`src/rtl/cpu_pkg.sv`:
```
// cpu_pkg: shared instruction format, opcodes and fetch FSM encoding.
package cpu_pkg;
    localparam int INSTR_W = 9;
    localparam logic [1:0] OP_LOAD  = 2'b00;
    localparam logic [1:0] OP_STORE = 2'b01;
    localparam logic [1:0] OP_ADD   = 2'b10;
    localparam logic [1:0] OP_MUL   = 2'b11;
    localparam int OPC_MSB  = 8;
    localparam int OPC_LSB  = 7;
    localparam int REG_MSB  = 6;
    localparam int REG_LSB  = 5;
    localparam int ADDR_MSB = 4;
    localparam int ADDR_LSB = 0;
    typedef enum logic [1:0] {
        ST_IDLE  = 2'd0,
        ST_RUN   = 2'd1,
        ST_DRAIN = 2'd2
    } fetch_state_t;
    function automatic logic [INSTR_W-1:0] mk_instr(input logic [1:0] opc, input logic [1:0] rsel, input logic [4:0] addr);
        return {opc, rsel, addr};
    endfunction
endpackage

```
`src/rtl/instr_prog_mem.sv`:
```
// instr_prog_mem: program store with synchronous write and combinational read.
module instr_prog_mem #(
    parameter int INSTR_W = 9,
    parameter int DEPTH   = 32,
    parameter int AW      = $clog2(DEPTH)
) (
    input  logic               clk,
    input  logic               i_we,
    input  logic [AW-1:0]      i_waddr,
    input  logic [INSTR_W-1:0] i_wdata,
    input  logic [AW-1:0]      i_raddr,
    output logic [INSTR_W-1:0] o_rdata
);
    logic [INSTR_W-1:0] r_mem [DEPTH];
    always_ff @(posedge clk)
        if (i_we) r_mem[i_waddr] <= i_wdata;
    assign o_rdata = r_mem[i_raddr];
endmodule

```
`src/rtl/instr_fetch_unit.sv`:
```
// instr_fetch_unit: issues a loaded program to the CPU one word per clock
// under a start/stall/abort handshake.
module instr_fetch_unit #(
    parameter int INSTR_W = cpu_pkg::INSTR_W,
    parameter int DEPTH   = 32,
    localparam int AW     = $clog2(DEPTH)
) (
    input  logic               clk,
    input  logic               rst,
    input  logic               prog_we,
    input  logic [AW-1:0]      prog_addr,
    input  logic [INSTR_W-1:0] prog_data,
    input  logic [AW:0]        prog_len,
    input  logic               start,
    input  logic               stall,
    input  logic               abort,
    output logic [INSTR_W-1:0] instr,
    output logic               instr_valid,
    output logic [AW:0]        pc,
    output logic               busy,
    output logic               done
);
    import cpu_pkg::*;
    localparam logic [AW:0] L_ONE = (AW+1)'(1);
    fetch_state_t       r_state, w_next;
    logic [INSTR_W-1:0] r_instr, w_rd_data;
    logic [AW:0]        r_pc, r_len, w_pc_inc;
    logic [AW-1:0]      w_rd_addr;
    logic               r_valid, r_done, w_start_ok, w_fetch, w_clear, w_done;
    assign busy       = r_state != ST_IDLE;
    assign w_pc_inc   = r_pc + L_ONE;
    assign w_start_ok = (r_state == ST_IDLE) && start && (prog_len != '0);
    // Starts always fetch word 0, regardless of where the last run left pc.
    assign w_rd_addr  = (r_state == ST_IDLE) ? '0 : r_pc[AW-1:0];
    instr_prog_mem #(.INSTR_W(INSTR_W), .DEPTH(DEPTH), .AW(AW)) u_mem (
        .clk     (clk),
        .i_we    (prog_we && !busy),
        .i_waddr (prog_addr),
        .i_wdata (prog_data),
        .i_raddr (w_rd_addr),
        .o_rdata (w_rd_data)
    );
    always_ff @(posedge clk or posedge rst)
        if (rst) r_state <= ST_IDLE;
        else     r_state <= w_next;
    always_comb begin
        w_next = r_state;
        if (r_state == ST_IDLE) begin
            if (w_start_ok) w_next = (prog_len > L_ONE) ? ST_RUN : ST_DRAIN;
        end else if (abort) begin
            w_next = ST_IDLE;
        end else if (!stall) begin
            w_next = (r_state == ST_DRAIN) ? ST_IDLE : (w_pc_inc == r_len) ? ST_DRAIN : ST_RUN;
        end
    end
    always_comb begin
        w_fetch = w_start_ok || (r_state == ST_RUN && !abort && !stall);
        w_clear = busy && (abort || (r_state == ST_DRAIN && !stall));
        w_done  = w_clear || (r_state == ST_IDLE && start && prog_len == '0);
    end
    always_ff @(posedge clk or posedge rst)
        if (rst) begin
            r_instr <= '0;
            r_valid <= 1'b0;
            r_pc    <= '0;
            r_len   <= '0;
            r_done  <= 1'b0;
        end else begin
            r_done <= w_done;
            if (w_fetch) begin
                r_instr <= w_rd_data;
                r_valid <= 1'b1;
                r_pc    <= w_start_ok ? L_ONE : w_pc_inc;
            end else if (w_clear) begin
                r_instr <= '0;
                r_valid <= 1'b0;
            end
            if (w_start_ok) r_len <= prog_len;
        end
    assign instr       = r_instr;
    assign instr_valid = r_valid;
    assign pc          = r_pc;
    assign done        = r_done;
endmodule

```
`config.mk`:
```
export PLATFORM = sky130hd
export DESIGN_NAME = instr_fetch_unit
export DESIGN_NICKNAME = d
export VERILOG_FILES = /design/src/rtl/cpu_pkg.sv /design/src/rtl/instr_prog_mem.sv /design/src/rtl/instr_fetch_unit.sv
export SDC_FILE = /design/constraint.sdc
export NUM_CORES = 1
export LEC_CHECK = 0
export CORE_ASPECT_RATIO = 1.4
export CORE_MARGIN = 1
export CORE_UTILIZATION = 55
export DETAILED_ROUTE_END_ITERATION = 16
export PLACE_DENSITY = 0.81
export SYNTH_ARGS = -nofsm -noshare
export SYNTH_HDL_FRONTEND = slang
export SYNTH_SLANG_ARGS = --single-unit
```
`constraint.sdc`:
```
create_clock -name clk -period 6.66 [get_ports clk]
set_clock_uncertainty 0.2 [all_clocks]
set_input_delay 0.999 -clock clk [delete_from_list [all_inputs] [get_ports clk]]
set_output_delay 0.999 -clock clk [all_outputs]
set_load 0.01 [all_outputs]
```
==> metrics.yaml <==
clock_network:
  holdBufCountCts: 0
  cts_resized: 0
  htreeDepth: 1
  cts_buffer_depth: 3
  cts_tree: "yes"
  insertion_delay_ns: 0.54
  root_buffer: "clkbuf_16"
  post-cts-setup-buffer-count: 0
  numClockSinks: 313
  clkTransAtPathRegs_ns: 0.06
  cts_buffers: 28
critical_path:
  r2r_slack_ns: 3.20
  path_depth: 4
  cp-end-kind: "primary output"
  required_ns: 5.46
  arrival_ns: 3.06
  crit_start: "r_state[0]$_DFFE_PP0P_"
  critPathSlowestCell: "dfrtp_1"
  cpLargestDelayFamily: "buffers and inverters"
  criticalPathCategory: "reg -> out"
  worstPathCellList: "nor2_2 > buf_4 > inv_2 > clkdlybuf4s50_1"
  crit_fanout: 51
  path_buf_inv: 3
  worst_setup_path_start_kind: "register"
  slowest_delay_ns: 0.82
  r2r-start: "r_state[0]$_DFFE_PP0P_"
  rr_worst_depth: 7
timing:
  slew_headroom_pct: 33.04
  rsz0062_at_grt: "no"
  hold_violations: 0
  worstMarginPinSlew_ns: 1.003
  fin_crit_ns: 4.261
  finalMaxSlewViolations: 0
  fin_crit_sh_pct: 63.98
  setup_viol: 0
  setup_tns_ns: 0
  max_freq_ghz: 0.2347
cells_and_area:
  syn2layout_area_growth_pct: 11.65
  post-route-util_pct: 62.57
  drive_gt1_share_pct: 10.39
  finalNetCount: 940
  diodes: 0
route:
  antenna_left: 0
  drtPass1Iterations: 5
  viasPerCell: 6.327
  wl_um: 29480
  drtIter0Drc: 894
  vias: 7845
  detail_route.wl_per_cell_um: 23.77
  drc: 0
global_route:
  grt_max_degree: 110
  grt_pass1_vias: 7755
  grt_use_total_pct: 24.54
  antenna_found_initial: 0
  grt_pass1_wl_um: 44680
  overflow: 0
run:
  maxCapViolations: 0
logic_synthesis:
  synth_ff_type: "edfxtp_1"
  synth.area.top_cells: "edfxtp_1 (66%), mux2i_1 (5.4%), dfrtp_1 (4.8%)"
  yosysUniqueCellTypes: 59
  syn_nets: 914
  synth_top_area_share_pct: 66.27
  syn_area_per_cell_um2: 14.71
  syn_inst: 887
  syn_area_um2: 13050
  synthArstFlopShare_pct: 7.987
  yosysSeqAreaShare_pct: 71.06
  synth_edf_count: 288
  ys_seq_elements: 313
  yosysWarnings: 0
  synth_top_area_cell: "edfxtp_1"
min_path:
  hold_start: "instr_valid$_DFFE_PP0P_"
  whs_path_depth: 2
  min_path_type: "reg -> reg"
floorplan:
  die_width_um: 132.2
  core.rowCount: 66
  start_util_pct: 56.04
  core_area_um2: 23290
  dieHeight_um: 184.3
  die_area_um2: 24360
  io_pins: 44
place:
  dp_hpwl_um: 18440
  routabilityCongestion: 0.9463
  port_buffers: 43
pwr:
  leakagePower_nw: 5.114
  ir_drop_mv: 0.4770
  powerDensity_nw_per_um2: 368.6
outcome:
  status: "complete, no violations"
[synthesized netlist by cell type, drive strengths merged, types with 2 or more instances]
cell      n
edfxtp  288
nor2     85
mux2i    71
buf      46
nand2    44
o22ai    42
o21ai    30
inv      28
a31oi    27
dfrtp    25
a21oi    24
o211ai   18
clkbuf   14
a211oi   11
mux2     11
nor3     11
mux4     10
o21bai    9
a221oi    8
o221a     8
o31a      8
a221o     7
nand3     7
or3       6
nand2b    5
and2      4
nand3b    3
nor2b     3
o31ai     3
xnor2     3
xor2      3
a211o     2
nor3b     2
o21a      2
o221ai    2
o41ai     2
or3b      2
[cell families after synthesis]
family	Yosys count	share of synthesized area [%]
flip-flops	313	71.06
AO/OA/AOI/OAI	207	10.88
AND/OR/NAND/NOR	179	6.175
multiplexers	92	8.121
buffers and inverters	88	3.087
XOR/XNOR	7	0.5753
adder cells (fa/ha/maj)	1	0.09586
[metal layers]
metal,up-vias,wire [um],track usage (%)
met2,435,14640,41.90
met1,3824,10970,30.43
met5,-,0,0
met4,0,1609,13.66
li1,3495,-,-
met3,91,2262,3.273
[state kept, by name, indices dropped and copies added (netlist names)]
register and count:
instr_valid 1, r_len 6, r_state 2, pc 6, done 1, instr 9, u_mem.r_mem 288
[metrics by stage]
stage | area (um^2) | setup WS [ns] | std cells | hold slack [ns] | total power, mW
after global routing | 14570 | 2.269 | 1240 | 0.3482 | 5.561
after CTS | 14570 | 2.453 | 1240 | 0.2892 | 5.358
after global placement | 13680 | 2.816 | 1189 | 0.2731 | 3.807
after detailed placement | 13680 | 2.770 | 1189 | 0.2736 | 3.836
after floorplan | 13050 | 3.966 | 887 | 0.2652 | 3.428
final | 14570 | 2.399 | 1240 | 0.2882 | 5.370
[path summary, 6_finish.rpt]
path	endpoint
setup / recovery	busy
hold / removal	instr_valid$_DFFE_PP0P_
setup reg to reg	instr[4]$_DFFE_PP0P_
hold reg to reg	instr_valid$_DFFE_PP0P_
max in group asynchronous	pc[0]$_DFFE_PP0P_
min in group asynchronous	instr_valid$_DFFE_PP0P_
[area by class of cell]
| cell class | instances | area (um^2) |
|---|---|---|
| multi-input cells | 486 | 3373 |
| inverters | 28 | 105.1 |
| flip-flops and latches | 313 | 9279 |
| clock inverters | 15 | 107.6 |
| well taps | 306 | 382.9 |
| clock buffers | 36 | 782.0 |
| repair buffers | 56 | 540.5 |
| fillers | 1632 | 8717 |
[tightest hold or removal path: cells and delay by family (launching register included)]
kind	cells	cell delay [ns]
DFF	1	0.35
and+or+nand+nor	2	0.11
[where the power goes]
part / internal [mW] / switching [mW]
sequential: 2.22 / 0.177
clock: 0.868 / 0.676
combinational: 0.588 / 0.838
total: 3.68 / 1.69
[placed cells by master, fill, tap and decap left out, drive strengths merged, types with 11 or more instances in the layout]
cell type        n
mux2            11
o21ai           30
clkdlybuf4s50   43
nor2            85
buf             13
o22ai           42
nor3            11
inv             29
clkinv          11
nand2           44
dfrtp           25
clkbuf          36
o211ai          18
a211oi          11
a21oi           24
a31oi           27
mux2i           71
edfxtp         288
Note: power is estimated with default switching activity, not from simulation.
==> variant 1 (same settings) <==
Encoding of `fetch_state_t`: now one-hot (3 bits for 3 states).
--- a/src/rtl/cpu_pkg.sv
+++ b/src/rtl/cpu_pkg.sv
@@ -12,8 +12,8 @@
     localparam int ADDR_MSB = 4;
     localparam int ADDR_LSB = 0;
-    typedef enum logic [1:0] {
-        ST_IDLE  = 2'd0,
-        ST_RUN   = 2'd1,
-        ST_DRAIN = 2'd2
+    typedef enum logic [2:0] {
+        ST_IDLE  = 3'b001,
+        ST_RUN   = 3'b010,
+        ST_DRAIN = 3'b100
     } fetch_state_t;
     function automatic logic [INSTR_W-1:0] mk_instr(input logic [1:0] opc, input logic [1:0] rsel, input logic [4:0] addr);
Check against the original RTL: no difference found for any inputs over 4 cycles, from zero or initial values and one cycle with rst high; so few cycles prove little.
==> variant 1 against the original RTL <==
Sequential cell count grew 1. Largest cell class unchanged. Power shrank 0.51%. Count of clock-buffer cells in the layout shrank 4. Synthesized area shrank 0.46%. Cell area shrank 0.45%. Routed wire length grew 6.9%. Fmax grew 0.11%. Worst setup slack gained 0.0045 ns.
==> variant 1: results (changes against the original RTL) <==
[critical_path]
r2r-start=pc[2]
crit_start=r_state[0]
r2r_slack_ns=3.00  ; -0.20 ns
slowest_stage=nor3b_4
reg2regPathDepth=6  ; -1
slowest_delay_ns=0.72  ; -0.10 ns
reg2reg_to=instr[8]
critPathMaxFanout=44  ; -14%
critPathArrivalTime_ns=3.06  ; about the same

[logic_synthesis]
ys_top_cells_by_count=edfxtp_1, nor2_1, o21ai_0, mux2i_1, nand2_1
async_reset_ff_share_pct=8.28  ; +0.29 points
synthDistinctLibCells=60  ; +1.7%
synth_area_leaders=edfxtp_1, dfrtp_1, mux2i_1
synth_fp_nets=911  ; -0.33%
ys_seq_area_share_pct=71.6  ; +0.53 points
syn_inst=884  ; -0.34%

[clocking]
cts.path.max_buffers=3  ; unchanged
ctsHtreeMaxLevel=1  ; unchanged
insertion_delay_ns=0.55
cts.root.buffer_cell=clkbuf_16
cts_made_buffers=27  ; -3.6%
clk_pin_slew_ns=0.07

[finish]
final_nets=942  ; +0.21%
largest_reg_flops=288  ; unchanged
drive_above_1_share_pct=9.43  ; -0.95 points
final_util_pct=62.5  ; about the same
antenna_cells=0  ; unchanged

[sta]
hold_viol=0  ; unchanged
slew_headroom_pct=31.0  ; -2.0 points

[worst_hold_path]
min-delay-start=r_len[2]
whs_endpoint=r_len[2]
hold_path_class=reg2reg

[detailed_routing]
drt_iter0_drc=1174  ; +31%
dr.pass1.iters=6  ; +1
vias_per_cell=6.59  ; +4.2%
vias=8168  ; +4.1%
wl_um=31500  ; +6.9%

[grt]
antenna_found_initial=0  ; unchanged
grt_max_degree=77  ; -30%
grt_pass1_wl_um=46800  ; +4.7%
grt_pass1_vias=7943  ; +2.4%
gr-usage-all-layers_pct=26.1  ; +1.6 points

[place]
portBuffers=43  ; unchanged
dpl_cell_area_sq_um=13700  ; about the same
dp.cells=1192  ; +0.25%
gp_congestion=0.878  ; -7.2%
dp_hpwl_um=19300  ; +4.5%

[status]
outcome=finished clean

[pwr]
leakagePower_uw=0.00489  ; -4.4%
ir_drop_mv=0.303  ; -36%
swShare_pct=32.5  ; +0.98 points

variant 1: worst max path at each step:
stage,end,slack [ns],depth (start not counted)
3_3_place_gp,busy,3.04,3
4_1_cts,busy,2.44,3
3_5_place_dp,busy,3.01,3
6_report,busy,2.40,3
5_1_grt,busy,2.24,3
2_1_floorplan,instr[1],3.78,5
variant 1: cell type report:
type,count,area (sq um)
tap,306,383
multi-input combinational,476,3300
clock inverter,15,138
fill,1615,8700
clock buffer,32,694
timing repair buffer,57,536
inverter,39,146
sequential,314,9310
variant 1: per-stage QoR:
step	hold WS, ns	total power, uW
final	0.318	5340
after global routing	0.350	5510
after CTS	0.316	5320
after detailed placement	0.293	3840
after global placement	0.291	3820
after floorplan	0.267	3370
variant 1: worst max-delay path: cells and delay by family (launching register included):
family                 cells  cell delay, ns
buffers and inverters      2            1.19
and+or+nand+nor            1            0.72
DFF                        1            0.60
variant 1: power groups by stage:
stage               Clock, uW  Combinational, uW  Sequential [uW]
detailed placement          0               1410             2430
floorplan                   0               1060             2310
global route             1560               1540             2400
CTS                      1500               1430             2390
global placement            0               1390             2420
finish                   1500               1450             2390
variant 1: routing by layer:
layer | part of all wire, % | routed length [um] | track usage [%] | up-vias
met5 | 0 | 0 | 0 | -
li1 | - | - | - | 3523
met2 | 51 | 15900 | 45.2 | 554
met3 | 9.5 | 3000 | 3.42 | 120
met1 | 35 | 10900 | 32.2 | 3971
met4 | 5.1 | 1600 | 13.5 | 0
variant 1: kinds of logic after synthesis:
family	count (synthesis)	share of synthesized area, %
buffers and inverters	94	3.00
DFF	314	71.6
adders and majority gates	1	0.0963
xor gates and xnor gates	10	0.674
AOI/OAI and AO/OA	223	12.0
muxes	68	6.24
and+or+nand+nor	174	6.35
==> variant 2 (config.mk and constraints unchanged) <==
Without the edit above. `DEPTH` is set to 32 in 2 places; all go to 16.
--- a/src/rtl/instr_prog_mem.sv
+++ b/src/rtl/instr_prog_mem.sv
@@ -2,5 +2,5 @@
 module instr_prog_mem #(
     parameter int INSTR_W = 9,
-    parameter int DEPTH   = 32,
+    parameter int DEPTH   = 16,
     parameter int AW      = $clog2(DEPTH)
 ) (
--- a/src/rtl/instr_fetch_unit.sv
+++ b/src/rtl/instr_fetch_unit.sv
@@ -3,5 +3,5 @@
 module instr_fetch_unit #(
     parameter int INSTR_W = cpu_pkg::INSTR_W,
-    parameter int DEPTH   = 32,
+    parameter int DEPTH   = 16,
     localparam int AW     = $clog2(DEPTH)
 ) (
Ports: changed (resized pc, prog_addr and prog_len); port bits go from 44 to 41. No check against the original RTL was run, so the function may have changed too.
==> variant 2 against the original RTL <==
Register-to-register slack worse by 0.25 ns. Routed wire length down 44%. Synthesized area down 44%. Power down 44%. Largest cell class unchanged. Critical path depth down 2. Cell area down 44%. Critical path type unchanged. Sequential cell count down 146. Critical endpoint is now pc[0]. Worst setup slack better by 0.37 ns.
==> variant 2: results (changes against the original RTL) <==
[status]
outcome=finished clean

[finish]
num-multi-input-gates=309  ; -36%
multi_input_area_sq_um=2020  ; -40%
area_delta_synth_final_pct=12.8
register_area_sq_um=4900  ; -47%
largest_reg_flops=144  ; -50%
nClkBuffers=21  ; -42%
bufAreaShareNonClock_pct=5.16  ; +1.5 points
fill_cells=916  ; -44%
clk_share_pct=7.04  ; +0.94 points
drive_above_1_share_pct=7.69  ; -2.7 points
buffers=43  ; -23%
final_nets=584  ; -38%

[pwr]
p_clk_uw=952  ; -38%
powerComb_uw=793  ; -45%
swShare_pct=31.8  ; +0.33 points
ir_drop_mv=0.209  ; -56%
power_uw=3030  ; -44%

[detailed_routing]
dr.pass1.iters=7  ; +2
drt_iter0_drc=517  ; -42%

[critical_path]
critPathMaxFanout=68  ; +33%
slowest_delay_ns=0.96  ; +0.14 ns
slowest_stage=dfrtp_4
reg2reg_to=u_mem.r_mem[0][7]
r2r-start=r_state[1]

[logic_synthesis]
synth_compound_area_share_pct=12.1  ; +1.2 points
ys_seq_area_share_pct=67.5  ; -3.6 points
yosys.area_share.xor_xnor_pct=1.21  ; +0.63 points
async_reset_ff_share_pct=13.8  ; +5.8 points
synth_mux_area_share_pct=5.10  ; -3.0 points
syn_inst=534  ; -40%
synth_fp_nets=559  ; -39%

[clocking]
insertion_delay_ns=0.42  ; -0.12 ns
ctsHtreeMaxLevel=4  ; +3
cts.path.max_buffers=2  ; -1
cts_made_buffers=17  ; -39%
cts.sinks=167  ; -47%

[place]
place_ws_ns=2.97  ; +0.196 ns
portBuffers=40  ; -7.0%
dp.cells=693  ; -42%
gp_congestion=0.821  ; -13%

[grt]
grt_pass1_vias=4459  ; -43%
grt_max_degree=69  ; -37%

[worst_hold_path]
whs_endpoint=instr[7]
min-delay-start=instr[7]

[sta]
hold_slack_ns=0.288  ; -0.000159 ns

==> variant 2: worst max-delay path by stage <==
| stage | cells after the start | endpoint | slack (ns) | start |
|---|---|---|---|---|
| after floorplan | 2 | u_mem.r_mem[0][0] | 3.67 | prog_addr[1] |
| after global placement | 3 | u_mem.r_mem[0][2] | 3.06 | prog_addr[1] |
| after CTS | 2 | pc[0] | 2.78 | pc[0] |
| after detailed placement | 3 | u_mem.r_mem[0][0] | 2.97 | prog_addr[1] |
| after global routing | 2 | pc[0] | 2.65 | pc[0] |
| final | 2 | pc[0] | 2.77 | pc[0] |
==> variant 2: worst reg2reg max path: cells and delay by family, from the launching register on <==
family | cells | cell delay (ns)
flip-flops | 1 | 0.51
buffers and inverters | 2 | 0.82
AND/OR/NAND/NOR | 3 | 1.79
==> variant 2: layer usage <==
layer	vias to the layer above	global-route usage (%)	routed length [um]
met4	0	16.1	718
met1	2263	29.8	6040
li1	2081	-	-
met5	-	0	0
met2	222	44.1	8650
met3	53	3.33	980
